==> config.mk <==
export PLATFORM = sky130hd
export DESIGN_NAME = instr_fetch_unit
export DESIGN_NICKNAME = d
export VERILOG_FILES = /design/src/rtl/instr_fetch_unit.sv
export SDC_FILE = /design/constraint.sdc
export NUM_CORES = 1
export LEC_CHECK = 0
export BUFFER_PORTS_ARGS = -buffer_cell sky130_fd_sc_hd__buf_4
export CAP_MARGIN = 20
export CORE_MARGIN = 8
export CORE_UTILIZATION = 54
export DETAILED_ROUTE_END_ITERATION = 8
export PLACE_DENSITY_LB_ADDON = 0.1
export SYNTH_ARGS = -nofsm -noshare
export SYNTH_HDL_FRONTEND = slang
export SYNTH_SLANG_ARGS = --single-unit
==> constraint.sdc <==
create_clock -name clock -period 2.8 [get_ports clock]
set_clock_uncertainty 0.15 [all_clocks]
set_input_delay 0.14 -clock clock [delete_from_list [all_inputs] [get_ports clock]]
set_output_delay 0.14 -clock clock [all_outputs]
set_load 0.01 [all_outputs]
==> src/rtl/instr_fetch_unit.sv <==
// Fetch stage front end: issues PC addresses to a synchronous instruction memory and
// queues returned words in a small FIFO that feeds the ID stage over valid/ready.
module instr_fetch_unit #(
    parameter int ADDR_WIDTH = 32,
    parameter int DATA_WIDTH = 32,
    parameter int DEPTH      = 2
) (
    input  logic                  clock,
    input  logic                  reset,
    input  logic [ADDR_WIDTH-1:0] instruction_address,
    output logic                  stall,
    input  logic                  flush,
    output logic                  imem_en,
    output logic [ADDR_WIDTH-1:0] imem_addr,
    input  logic [DATA_WIDTH-1:0] imem_rdata,
    output logic                  id_valid,
    output logic [DATA_WIDTH-1:0] id_instruction,
    output logic [ADDR_WIDTH-1:0] id_pc,
    input  logic                  id_ready
);

    localparam int PTR_W = (DEPTH > 1) ? $clog2(DEPTH) : 1;
    localparam int CNT_W = PTR_W + 1;
    localparam logic [CNT_W-1:0] DEPTH_C = CNT_W'(DEPTH);
    localparam logic [PTR_W-1:0] LAST_PTR = PTR_W'(DEPTH - 1);

    logic [CNT_W-1:0]      count;
    logic [CNT_W-1:0]      occupancy;
    logic                  inflight;
    logic                  pop;
    logic                  push;
    logic                  space;
    logic [PTR_W-1:0]      head;
    logic [PTR_W-1:0]      tail;
    logic [ADDR_WIDTH-1:0] req_pc;
    logic [DATA_WIDTH-1:0] data_q [DEPTH];
    logic [ADDR_WIDTH-1:0] pc_q   [DEPTH];

    function automatic logic [PTR_W-1:0] next_ptr(input logic [PTR_W-1:0] ptr);
        return (ptr == LAST_PTR) ? '0 : ptr + 1'b1;
    endfunction

    // Queued plus in-flight words must leave room for one more; a same-cycle pop frees a slot.
    assign id_valid  = (count != '0);
    assign pop       = id_valid & id_ready;
    assign occupancy = count + CNT_W'(inflight) - CNT_W'(pop);
    assign space     = occupancy < DEPTH_C;

    // Holding reset forces stall high even if flush happens to be asserted alongside it.
    assign imem_en   = reset & ~flush & space;
    assign stall     = ~reset | (~imem_en & ~flush);
    assign imem_addr = instruction_address;

    assign push           = inflight & ~flush;
    assign id_instruction = data_q[head];
    assign id_pc          = pc_q[head];

    always_ff @(posedge clock or negedge reset) begin
        if (!reset) begin
            count    <= '0;
            inflight <= 1'b0;
            head     <= '0;
            tail     <= '0;
            req_pc   <= '0;
            for (int i = 0; i < DEPTH; i++) begin
                data_q[i] <= '0;
                pc_q[i]   <= '0;
            end
        end else begin
            inflight <= imem_en;
            if (imem_en) begin
                req_pc <= instruction_address;
            end
            if (flush) begin
                count <= '0;
                head  <= '0;
                tail  <= '0;
            end else begin
                if (push) begin
                    data_q[tail] <= imem_rdata;
                    pc_q[tail]   <= req_pc;
                    tail         <= next_ptr(tail);
                end
                if (pop) begin
                    head <= next_ptr(head);
                end
                count <= count + CNT_W'(push) - CNT_W'(pop);
            end
        end
    end

endmodule

# Word level (Yosys, flattened, before mapping)
# Index checks and enable logic that the tools add are counted.
dict set report totals {
  regBits 165
  latch_bits 0
  ram_bits 0
  rom_bits 0
  inputBits 68
  out_inout_bits 99
  elab_cells 52
  memories 0
}
dict set report classes {
  addsub 6
  n_mul 0
  div 0
  n_lt_le_gt_ge 4
  n_eq_ne 0
  n_shift 0
  muxes 17
  n_bitwise 11
  reduce_logical 5
}
# cell n
set op_table {}
lappend op_table {{32-bit 2-to-1 mux} 7}
lappend op_table {{64-bit bitwise mux} 2}
lappend op_table {{32-bit demux with 1-bit select} 1}
lappend op_table {{1-bit 2-to-1 mux} 6}
lappend op_table {{2-bit nonzero test} 3}
lappend op_table {{1-bit bitwise AND} 5}
lappend op_table {{2-bit by 1-bit adder with 2-bit output} 2}
lappend op_table {{2-bit greater-or-equal comparator (second input constant)} 2}
lappend op_table {{1-bit NOT with 2-bit output} 2}
lappend op_table {{2-bit by 1-bit subtractor with 2-bit output} 2}
lappend op_table {{1-bit NOT} 3}
lappend op_table {{1-bit adder (second input constant)} 2}
lappend op_table {{2-bit by 1-bit less-than comparator with 1-bit output (second input constant)} 1}
lappend op_table {{2-bit less-than comparator (second input constant)} 1}
lappend op_table {{2-bit 2-to-1 mux} 1}
lappend op_table {{2-bit AND reduction} 1}
lappend op_table {{1-bit logical AND} 1}
lappend op_table {{1-bit bitwise OR} 1}

# Longest topological paths before layout
# Gate-level depths: netlist of run 1.
dict set report depth {
  depth_word 8
  depth_mapped 8
}

# Least setup slack after synthesis of run 1
# Ideal clock, no wire load.
dict set report synth_timing {
  path_kind {reg-to-reg}
  startpoint {register count[1]}
  endpoint {register req_pc[22]}
  arrival_ns 2.277
  required_ns 2.525
  path_slack_ns 0.248
  stages_incl_launch_ff 9
  period_less_slack_ns 2.552
  path_cell_list {dfrtp_1 -> or2_2 -> and2_1 -> ha_1 -> nor2b_1 -> xnor2_1 -> nor3b_4 -> buf_6 -> mux2_4}
}
dict set report synth_between {
  elab_chain_len 5
}
# element line_no
set synth_rtl {}
lappend synth_rtl {{start, declared} 27} ;# logic [CNT_W-1:0] count;
lappend synth_rtl {{start signal, assigned} 87} ;# count <= count + CNT_W'(push) - CNT_W'(pop);
lappend synth_rtl {{2-bit nonzero test} 44} ;# assign id_valid = (count != '0);
lappend synth_rtl {{net id_valid} 16} ;# output logic id_valid,
lappend synth_rtl {{1-bit bitwise AND} 45} ;# assign pop = id_valid & id_ready;
lappend synth_rtl {{2-bit by 1-bit subtractor with 2-bit output} 46} ;# assign occupancy = count + CNT_W'(inflight) - CNT_W'(pop);
lappend synth_rtl {{2-bit less-than comparator} 47} ;# assign space = occupancy < DEPTH_C;
lappend synth_rtl {{1-bit bitwise AND} 50} ;# assign imem_en = reset & ~flush & space;
lappend synth_rtl {{net imem_en} 13} ;# output logic imem_en,
lappend synth_rtl {{end signal, assigned} 72} ;# req_pc <= instruction_address;
lappend synth_rtl {{end, declared} 35} ;# logic [ADDR_WIDTH-1:0] req_pc;
# The timed path passes the listed nets, and every way through them passes these cells.
# A chain may end at the register's enable or synchronous reset.

# Worst setup path after layout of run 1
dict set report layout_timing {
  startpoint {register count[0]}
  endpoint {output port stall}
}
dict set report layout_between {
  elab_chain_len 8
}
# element line_no
set layout_rtl {}
lappend layout_rtl {{branches (longest 2 deep; another with 2-bit by 1-bit adder with 2-bit output)} --}
lappend layout_rtl {{2-bit by 1-bit subtractor with 2-bit output (*)} 46}
lappend layout_rtl {{2-bit less-than comparator (*)} 47}
lappend layout_rtl {{1-bit bitwise AND (*)} 50}
lappend layout_rtl {{1-bit NOT (*)} 51} ;# assign stall = ~reset | (~imem_en & ~flush);
lappend layout_rtl {{1-bit bitwise AND (*)} 51}
lappend layout_rtl {{1-bit bitwise OR (*)} 51}
lappend layout_rtl {{end, declared} 11} ;# output logic stall,
# Every way passes the cells marked *.

==> results of run 1 <==
[placed cells by master (no fill, tap or decap), types with 2 or more instances in the layout]
| cell | n |
|---|---|
| buf_12 | 2 |
| buf_4 | 174 |
| buf_6 | 2 |
| bufinv_16 | 4 |
| clkbuf_1 | 3 |
| clkbuf_16 | 17 |
| clkbuf_8 | 2 |
| clkinv_2 | 3 |
| dfrtp_1 | 164 |
| dlygate4sd3_1 | 67 |
| ha_1 | 3 |
| inv_1 | 2 |
| mux2_1 | 4 |
| mux2_2 | 191 |
| mux2_4 | 29 |
| nor2_1 | 3 |
| xnor2_1 | 3 |
| xnor2_2 | 2 |
[worst min-delay path by stage]
stage,start,to,slack [ps]
final,reset,pc_q[8],300
after global routing,instruction_address[18],req_pc[18],340
after CTS,id_ready,head,20
after detailed placement,flush,count[1],230
after global placement,flush,tail,220
after floorplan,reset,count[0],-310
[timing repair]
action,in CTS,in global routing
endpoints found under the setup margin,1,9
endpoints found under the hold margin,266,1
pin swaps,1,0
resized for setup,1,4
hold buffers,66,1
buffers inserted,2,1
[final cells by class]
cell class,count,area share [%]
timing repair buffer,245,20.7
inverter,2,0.0762
clock buffer,22,4.71
tap,176,2.24
multi-input combinational,246,28.8
sequential,165,41.9
clock inverter,9,1.54
[layer usage]
| layer | share of wire, % | routed length [um] | vias to the layer above | track usage (%) |
|---|---|---|---|---|
| met1 | 44 | 7080 | 2252 | 22.7 |
| met2 | 49 | 7980 | 119 | 31.1 |
| met4 | 1.9 | 305 | 0 | 7.26 |
| met3 | 5.4 | 869 | 22 | 5.83 |
| met5 | 0 | 0 | - | 0 |
| li1 | - | - | 2031 | - |
[Yosys cell counts, drive strengths merged]
cell type / count / share of area, %
and2: 1 / 0.085
clkbuf: 4 / 0.20
nor2b: 2 / 0.17
nand2: 1 / 0.051
inv: 2 / 0.10
buf: 52 / 4.9
nor2: 4 / 0.31
ha: 3 / 0.51
xor2: 1 / 0.12
or2: 1 / 0.085
nor3b: 1 / 0.26
dfrtp: 165 / 56
mux2: 224 / 36
xnor2: 5 / 0.60
or2b: 1 / 0.10
nand3b: 1 / 0.10
nand2b: 1 / 0.085
[worst max-delay path: cells and delay by family (launching register included)]
family	cells	cell delay [ps]
flops	1	390
buf+inv	1	140
xor+xnor	2	400
simple gates	4	840
fa+ha+maj	1	210
[report_power, final]
part	leakage [uW]	internal [uW]	total, uW	switching (uW)
clock network	0.000300	1530	2430	897
logic	0.00229	2810	4570	1760
registers	0.00202	3580	4210	630
total	0.00461	7920	11200	3290
[flip-flops by register name (all words and copies together) (netlist names)]
name      count
count         2
pc_q         64
data_q       64
req_pc       32
head          1
tail          1
inflight      1
[stage by stage]
step	instances	instance area, um2	hold slack, ps	utilization, %	worst slack [ps]
2_1_floorplan	469	7320	-306	-	248
3_3_place_gp	764	8510	219	64.3	188
3_5_place_dp	764	8510	231	64.3	113
4_1_cts	863	9810	17.6	74.1	41.8
5_1_grt	865	9850	344	74.3	21.7
6_report	865	9850	303	74.3	118
[cells by family after synthesis]
logic type / count (synthesis) / share of synthesized area, %
DFF: 165 / 56.4
and+or+nand+nor: 13 / 1.25
adders and majority gates: 3 / 0.513
xor gates and xnor gates: 6 / 0.718
buffers and inverters: 58 / 5.21
muxes: 224 / 35.9
==> summary.txt, run 1 <==
Data required, critical path - 2510 ps
Port Buffer Count - 166
Gate Count Post-Synth - 469
Vias in the first global route - 4,990
Max Fclk - 373 MHz
Syn Nets - 540
CP Launch Point - count[0]
DR WL/cell - 18.8 um
Worst Tran Pin Value - 911 ps
Pre-Repair DR Iteration Count - 4
Post-DP HPWL - 10,100 um
CP endpoint - stall
Power density over the cells - 1140 nW/um2
CTS sink cnt - 165
Die W - 132 um
CTS tree - built
Delay of the slowest critical-path stage - 390 ps
NumNets Final - 748
Crit path cell chain - or2_2 > and2_4 > ha_1 > xnor2_2 > xnor2_2 > or2b_1 > nand2_1 > buf_4
Lkg Pwr - 0.00461 uW
Total CTS buffers - 17
Status - finished, final reports clean
Capturing element type of the critical path - primary output
First-pass GRT wire length - 26,400 um
Critical Path Source Type - register
Mapped cell area - 7320 um2
Yosys Warn Count - 0
Most common cell on crit path - xnor2_2
Placer Congestion - 0.705
Final hold vios - 0
Crit Path Max Fanout - 3
Post-route ant nets - 0
R2R Setup Slk - 130 ps
Post-synth cell types - 22
Tmin final - 2680 ps
Total of max-cap violations - 0
Slew margin rel. - 39.3%
Iteration-0 DRC Markers - 221
R2R cell count - 9
RSZ-0062 raised after global routing - no
Largest net degree at the start of global routing - 167
P&R area growth vs syn - 34.4%
Layout cells sized above 1 - 63.0%
Seq cells post-synth - 165
# setup viols final - 0
Setup TNS - 0 ps
Global Route Usage Sum - 18.8%
Slowest-stage cell, CP - dfrtp_1
Vias per cell - 5.11
Hold/Removal Path Class - in2async
Initial antenna violation count - 0
Reg-to-reg endpoint - req_pc[0]
Skew-Pair Late Insertion Delay - 420 ps
Starting Density - 55.3%
Crit share post-route - 95.8%
Die Ht - 132 um
Slew Viols, Final - 0
Post-Syn Area per Cell - 15.6 um2
Antenna Cells - 0
H-tree levels - 4
CORE AREA - 13,200 um2
Seq/Total Area, Yosys - 56.4%
Crit path DAT - 2390 ps
Root buf cell - clkbuf_16
Core Rows - 42
VDD IR max - 0.000697 V
Clock transition at the registers of the reported paths - 60 ps
Register Area - 4130 um2
Power Total - 11,200 uW
Crit path kind - reg2out
Drt total wl - 16,200 um
Ports - 167
DR vias - 4,424
Die area - 17,500 um2
Fillers - 828
Footprint of the multi-input gates - 2830 um2
Max clock buf depth - 2
GRT overflow - 0
Worst r2r src - count[0]
DRC Markers - 0
(Power assumes the default switching activity.)
==> run 2: changes to the inputs <==
- CORE_UTILIZATION: 54 -> 25
==> summary.txt, run 2 (same netlist as run 1, synthesis figures left out) <==
Status - finished, final reports clean
Lkg Pwr - 0.00462 uW (about the same)
Tmin final - 2670 ps (-7.94 ps)
Sw Ratio - 30.6% (+1.2 points)
Core Rows - 62 (+48%)
Slew margin rel. - 38.2% (-1.0 points)
Drt total wl - 18,500 um (+14%)
Hold Path Sink - pc_q[44]
Crit path kind - reg2out
Final hold vios - 0 (unchanged)
Crit path DAT - 2380 ps (about the same)
Total of max-cap violations - 0 (unchanged)
CTS sink cnt - 165 (unchanged)
Antenna Cells - 0 (unchanged)
Pre-Repair DR Iteration Count - 4 (unchanged)
Die W - 187 um (+41%)
Largest net degree at the start of global routing - 72 (-57%)
Power density over the cells - 1090 nW/um2 (-4.1%)
NumNets Final - 756 (+1.1%)
Sw Pwr - 3380 uW (+2.8%)
Sequential share of power - 37.9% (+0.4 points)
# setup viols final - 0 (unchanged)
First-pass GRT wire length - 30,000 um (+13%)
Iteration-0 DRC Markers - 154 (-30%)
VDD IR max - 0.000410 V (-41%)
Vias in the first global route - 5,244 (+5.1%)
Skew-Pair Late Insertion Delay - 420 ps (about the same)
Crit Path Max Fanout - 3 (unchanged)
Die Ht - 187 um (+41%)
Max Fclk - 374 MHz (+0.30%)
H-tree levels - 4 (unchanged)
Die area - 35,000 um2 (+100%)
Slew Viols, Final - 0 (unchanged)
Capturing element type of the critical path - primary output
CTS tree - built
Clock power share - 20.4% (-1.3 points)
DRC Markers - 0 (unchanged)
Initial antenna violation count - 0 (unchanged)
Post-route ant nets - 0 (unchanged)
Worst setup slack after layout - 126 ps (+7.94 ps)
Placer Congestion - 0.672 (-4.7%)
Port Buffer Count - 166 (unchanged)
Layout cells sized above 1 - 63.4% (+0.42 points)
Placement Setup Slack - 107 ps (-6.88 ps)
Commonest non-fill, non-tap cell in the layout - mux2_2
Post-Layout Cell Count - 1,081 (+25%)
Most frequent cells in the layout - mux2_2 (191), buf_4 (179), dfrtp_1 (164)
Root buf cell - clkbuf_16
Clock transition at the registers of the reported paths - 60 ps (about the same)
DR WL/cell - 17.1 um (-8.9%)
R2R Setup Slk - 130 ps (about the same)
GRT overflow - 0 (unchanged)
Logic pwr share - 41.7% (+0.9 points)
P&R area growth vs syn - 38.4%
Starting Density - 25.4% (-30 points)
Int Pwr - 7680 uW (-3.0%)
Worst Tran Pin Value - 926 ps (+15.2 ps)
Hold Startpoint - pc_q[44]
Inst Count DP - 977 (+28%)
Reg-to-reg endpoint - req_pc[31]
Crit share post-route - 95.5% (-0.28 points)
Max clock buf depth - 2 (unchanged)
Fillers - 2,782 (+240%)
CORE AREA - 28,800 um2 (+120%)
Worst r2r src - count[1]
Hold/Removal Path Class - reg2reg
DR vias - 4,456 (+0.72%)
Vias per cell - 4.12 (-19%)
Data required, critical path - 2510 ps (about the same)
Ports - 167 (unchanged)
Total CTS buffers - 17 (unchanged)
Post-DP HPWL - 11,900 um (+18%)
R2R cell count - 9 (unchanged)
Critical Path Source Type - register
Global Route Usage Sum - 10.8% (-8.1 points)
Top Registers - data_q (64), pc_q (64), req_pc (32)
WHS Path Cells - 1
[run 2: cell count changes in the layout (fill, tap and decap cells not counted), moves of 2 or more]
cell | before | now
inv_6 | 0 | 4
dlygate4sd3_1 | 67 | 69
buf_4 | 174 | 179
clkbuf_1 | 3 | 1
clkinv_4 | 1 | 3
clkinv_2 | 3 | 0
clkinvlp_4 | 1 | 4
bufinv_16 | 4 | 1
[run 2: metrics by stage]
step / hold WS [ps] / area, um2 / util (%) / TNS, ps / power, uW
floorplan: -306 / 7320 / - / 0 / 6900
global placement: -123 / 8800 / 30.6 / 0 / 8640
detailed placement: -121 / 8800 / 30.6 / 0 / 8780
CTS: 324 / 10100 / 35.1 / -358 / 11300
global route: 322 / 10100 / 35.2 / -13.7 / 11900
finish: 331 / 10100 / 35.2 / 0 / 11100
[run 2: worst max-delay path: stages (launching register included)]
cell     delay, ps
dfrtp_1        430
or2_4          250
and2_4         170
ha_1           280
nor2b_2        160
xnor2_2        100
nor3b_4        310
buf_12         160
buf_4          110
[run 2: area by class of cell]
cell class,count,area [um2],share of cell area (%)
clock buffers,19,443,4.37
inverters,2,7.51,0.0741
repair buffers,253,2120,20.9
flip-flops and latches,165,4130,40.8
multi-input cells,246,2840,28.0
well taps,384,480,4.74
clock inverters,12,121,1.20
[run 2: timing repair]
action / CTS / global route
pin swaps: 1 / 1
endpoints found under the setup margin: 1 / 28
cloned: 1 / 0
gates resized for setup: 1 / 7
hold endpoints to repair: 194 / 0
hold buffers: 69 / 0
setup buffers: 3 / 0
[run 2: routing by layer]
| layer | vias up | track usage, % | share of wire (%) |
|---|---|---|---|
| li1 | 2049 | - | - |
| met1 | 2285 | 13.8 | 47 |
| met2 | 114 | 17.2 | 47 |
| met3 | 8 | 3.86 | 5.5 |
| met4 | 0 | 2.29 | 0.66 |
| met5 | - | 0 | 0 |
[run 2: power groups by stage]
stage / sequential [uW] / combinational [uW] / clock [uW]
floorplan: 4020 / 2880 / 0
global placement: 4160 / 4490 / 0
detailed placement: 4240 / 4550 / 0
CTS: 4200 / 4720 / 2360
global route: 4380 / 5030 / 2470
finish: 4190 / 4620 / 2260
[run 2: worst max path at each step]
| stage | end | from | cells after the start | slack [ps] |
|---|---|---|---|---|
| after floorplan | req_pc[22] | count[1] | 8 | 250 |
| after global placement | req_pc[5] | count[1] | 8 | 140 |
| after detailed placement | req_pc[23] | count[0] | 8 | 110 |
| after CTS | req_pc[28] | count[0] | 9 | -40 |
| after global routing | imem_en | count[1] | 8 | -10 |
| final | imem_en | count[1] | 8 | 130 |
==> run 3: changes to the inputs <==
- CELL_PAD_IN_SITES_DETAIL_PLACEMENT: default -> 0
- CELL_PAD_IN_SITES_GLOBAL_PLACEMENT: default -> 1
==> summary.txt, run 3 (same netlist as run 1, synthesis figures left out) <==
Power Total - 11,300 uW (+1.8%)
H-tree levels - 4 (unchanged)
Final hold vios - 0 (unchanged)
Int Pwr - 7810 uW (+1.7%)
Post-DP HPWL - 12,400 um (+3.9%)
Power density over the cells - 1110 nW/um2 (+1.4%)
Logic pwr share - 41.3% (-0.4 points)
Total CTS buffers - 17 (unchanged)
Slowest-stage cell, CP - dfrtp_1
Placer Congestion - 0.711 (+5.7%)
Clock transition at the registers of the reported paths - 70 ps (about the same)
Total of max-cap violations - 0 (unchanged)
Sequential share of power - 37.7% (-0.2 points)
CTS tree - built
Commonest non-fill, non-tap cell in the layout - mux2_2
Ports - 167 (unchanged)
Global Route Usage Sum - 10.9% (+0.077 points)
Iteration-0 DRC Markers - 122 (-21%)
Core Rows - 62 (unchanged)
Slew margin rel. - 52.1% (+14 points)
Die Ht - 187 um (unchanged)
# setup viols final - 0 (unchanged)
Antenna Cells - 0 (unchanged)
DR vias - 4,504 (+1.1%)
Root buf cell - clkbuf_16
Tmin final - 2640 ps (-30.7 ps)
Initial antenna violation count - 0 (unchanged)
Starting Density - 25.4% (unchanged)
GRT overflow - 0 (unchanged)
Fillers - 2,765 (-0.61%)
Vias per cell - 4.16 (+0.98%)
Clock power share - 21.0% (+0.6 points)
NumNets Final - 757 (+0.13%)
CP bufs+invs - 2 (unchanged)
Post-route ant nets - 0 (unchanged)
Crit path kind - reg2out
Largest net degree at the start of global routing - 50 (-31%)
Slew Viols, Final - 0 (unchanged)
RSZ-0062 raised after global routing - no
Crit path cell chain - or2_4 > and2_4 > ha_1 > nor2b_2 > xnor2_2 > nor3b_4 > buf_12 > buf_4
Delay of the slowest critical-path stage - 400 ps (-30 ps)
CP Launch Point - count[0]
Sw Pwr - 3450 uW (+1.9%)
Capturing element type of the critical path - primary output
Pre-Repair DR Iteration Count - 4 (unchanged)
Delay-heaviest family, CP - simple AND/OR/NAND/NOR gates
Hold/Removal Path Class - in2async
First-pass GRT wire length - 30,000 um (unchanged)
P&R area growth vs syn - 38.9%
Placement Setup Slack - 94.2 ps (-12.4 ps)
Layout cells sized above 1 - 63.8% (+0.34 points)
Worst r2r src - count[0]
CTS sink cnt - 165 (unchanged)
Drt total wl - 18,900 um (+2.3%)
Data required, critical path - 2510 ps (about the same)
Inst Count DP - 976 (-0.10%)
DR WL/cell - 17.5 um (+2.2%)
Worst Tran Pin Value - 718 ps (-208 ps)
CORE AREA - 28,800 um2 (unchanged)
Most frequent cells in the layout - mux2_2 (191), buf_4 (182), dfrtp_1 (164)
DRC Markers - 0 (unchanged)
Die area - 35,000 um2 (unchanged)
Crit path DAT - 2350 ps (-30 ps)
Top Registers - data_q (64), pc_q (64), req_pc (32)
Critical Path Source Type - register
R2R Setup Slk - 180 ps (+50 ps)
Crit share post-route - 94.4% (-1.1 points)
Skew-Pair Late Insertion Delay - 420 ps (about the same)
VDD IR max - 0.000329 V (-20%)
Post-Layout Cell Count - 1,082 (+0.093%)
Sw Ratio - 30.6% (+0.043 points)
Die W - 187 um (unchanged)
Status - finished, final reports clean
Max Fclk - 378 MHz (+1.2%)
Worst setup slack after layout - 156 ps (+30.7 ps)
Port Buffer Count - 166 (unchanged)
Vias in the first global route - 5,312 (+1.3%)
Crit Path Max Fanout - 4 (+1)
Lkg Pwr - 0.00464 uW (+0.45%)
Max clock buf depth - 2 (unchanged)
## run 3: cell count changes in the layout (fill, tap and decap cells not counted), moves of 2 or more
cell / before / now
buf_12: 1 / 4
buf_6: 3 / 1
dlygate4sd3_1: 69 / 67
clkinv_4: 3 / 1
buf_4: 179 / 182
## run 3: path summary, 6_finish.rpt
kind | endpoint | cells after the start
max in group asynchronous | pc_q[2] | 4
min reg2reg | pc_q[43] | 1
max reg2reg | req_pc[26] | 9
min | data_q[2] | 3
max | imem_en | 8
min in group clock | pc_q[43] | 1
## run 3: power by group through the flow
stage	registers, uW	logic (uW)	clock network, uW
CTS	4260	4750	2490
finish	4240	4660	2370
global route	4420	5050	2590
global placement	4210	4480	0
detailed placement	4300	4560	0
floorplan	4020	2880	0
## run 3: final cells by class
type                            instances  area, um2  area share (%)
Sequential cell                       165       4130            40.6
Multi-Input combinational cell        246       2840            27.9
Timing Repair Buffer                  254       2130            20.9
Tap cell                              384        480            4.72
Clock buffer                           19        443            4.35
Clock inverter                         12        145            1.43
Inverter                                2       7.51          0.0738
## run 3: what timing repair did
item                       4_1_cts  5_1_grt
pin swaps                        1        1
resized for setup                0        5
hold endpoints to repair       230        1
gates cloned                     1        0
hold buffers                    66        1
buffers inserted                 5        3
setup endpoints to repair        2       24
## run 3: metrics by stage
stage | instance area [um2] | hold slack, ps | TNS, ps | utilization [%]
4_1_cts | 10100 | 27.8 | -290 | 35.3
3_5_place_dp | 8830 | 144 | 0 | 30.7
5_1_grt | 10200 | 262 | 0 | 35.3
3_3_place_gp | 8830 | 129 | 0 | 30.7
2_1_floorplan | 7320 | -306 | 0 | -
6_report | 10200 | 239 | 0 | 35.3
## run 3: worst reg2reg max path, stage by stage, from the launching register on
cell	delay, ps
dfrtp_1	400
or2_4	260
and2_4	170
ha_1	280
nor2b_2	160
xnor2_2	110
nor3b_4	290
buf_12	150
buf_4	210
mux2_4	320
## run 3: routing by layer
layer | share of wire (%) | wire length [um] | GRT usage [%] | vias to the layer above
li1 | - | - | - | 2049
met1 | 46 | 8670 | 13.5 | 2336
met2 | 48 | 9070 | 17.9 | 106
met3 | 5.0 | 937 | 3.24 | 13
met4 | 1.1 | 207 | 3.21 | 0
met5 | 0 | 0 | 0 | -
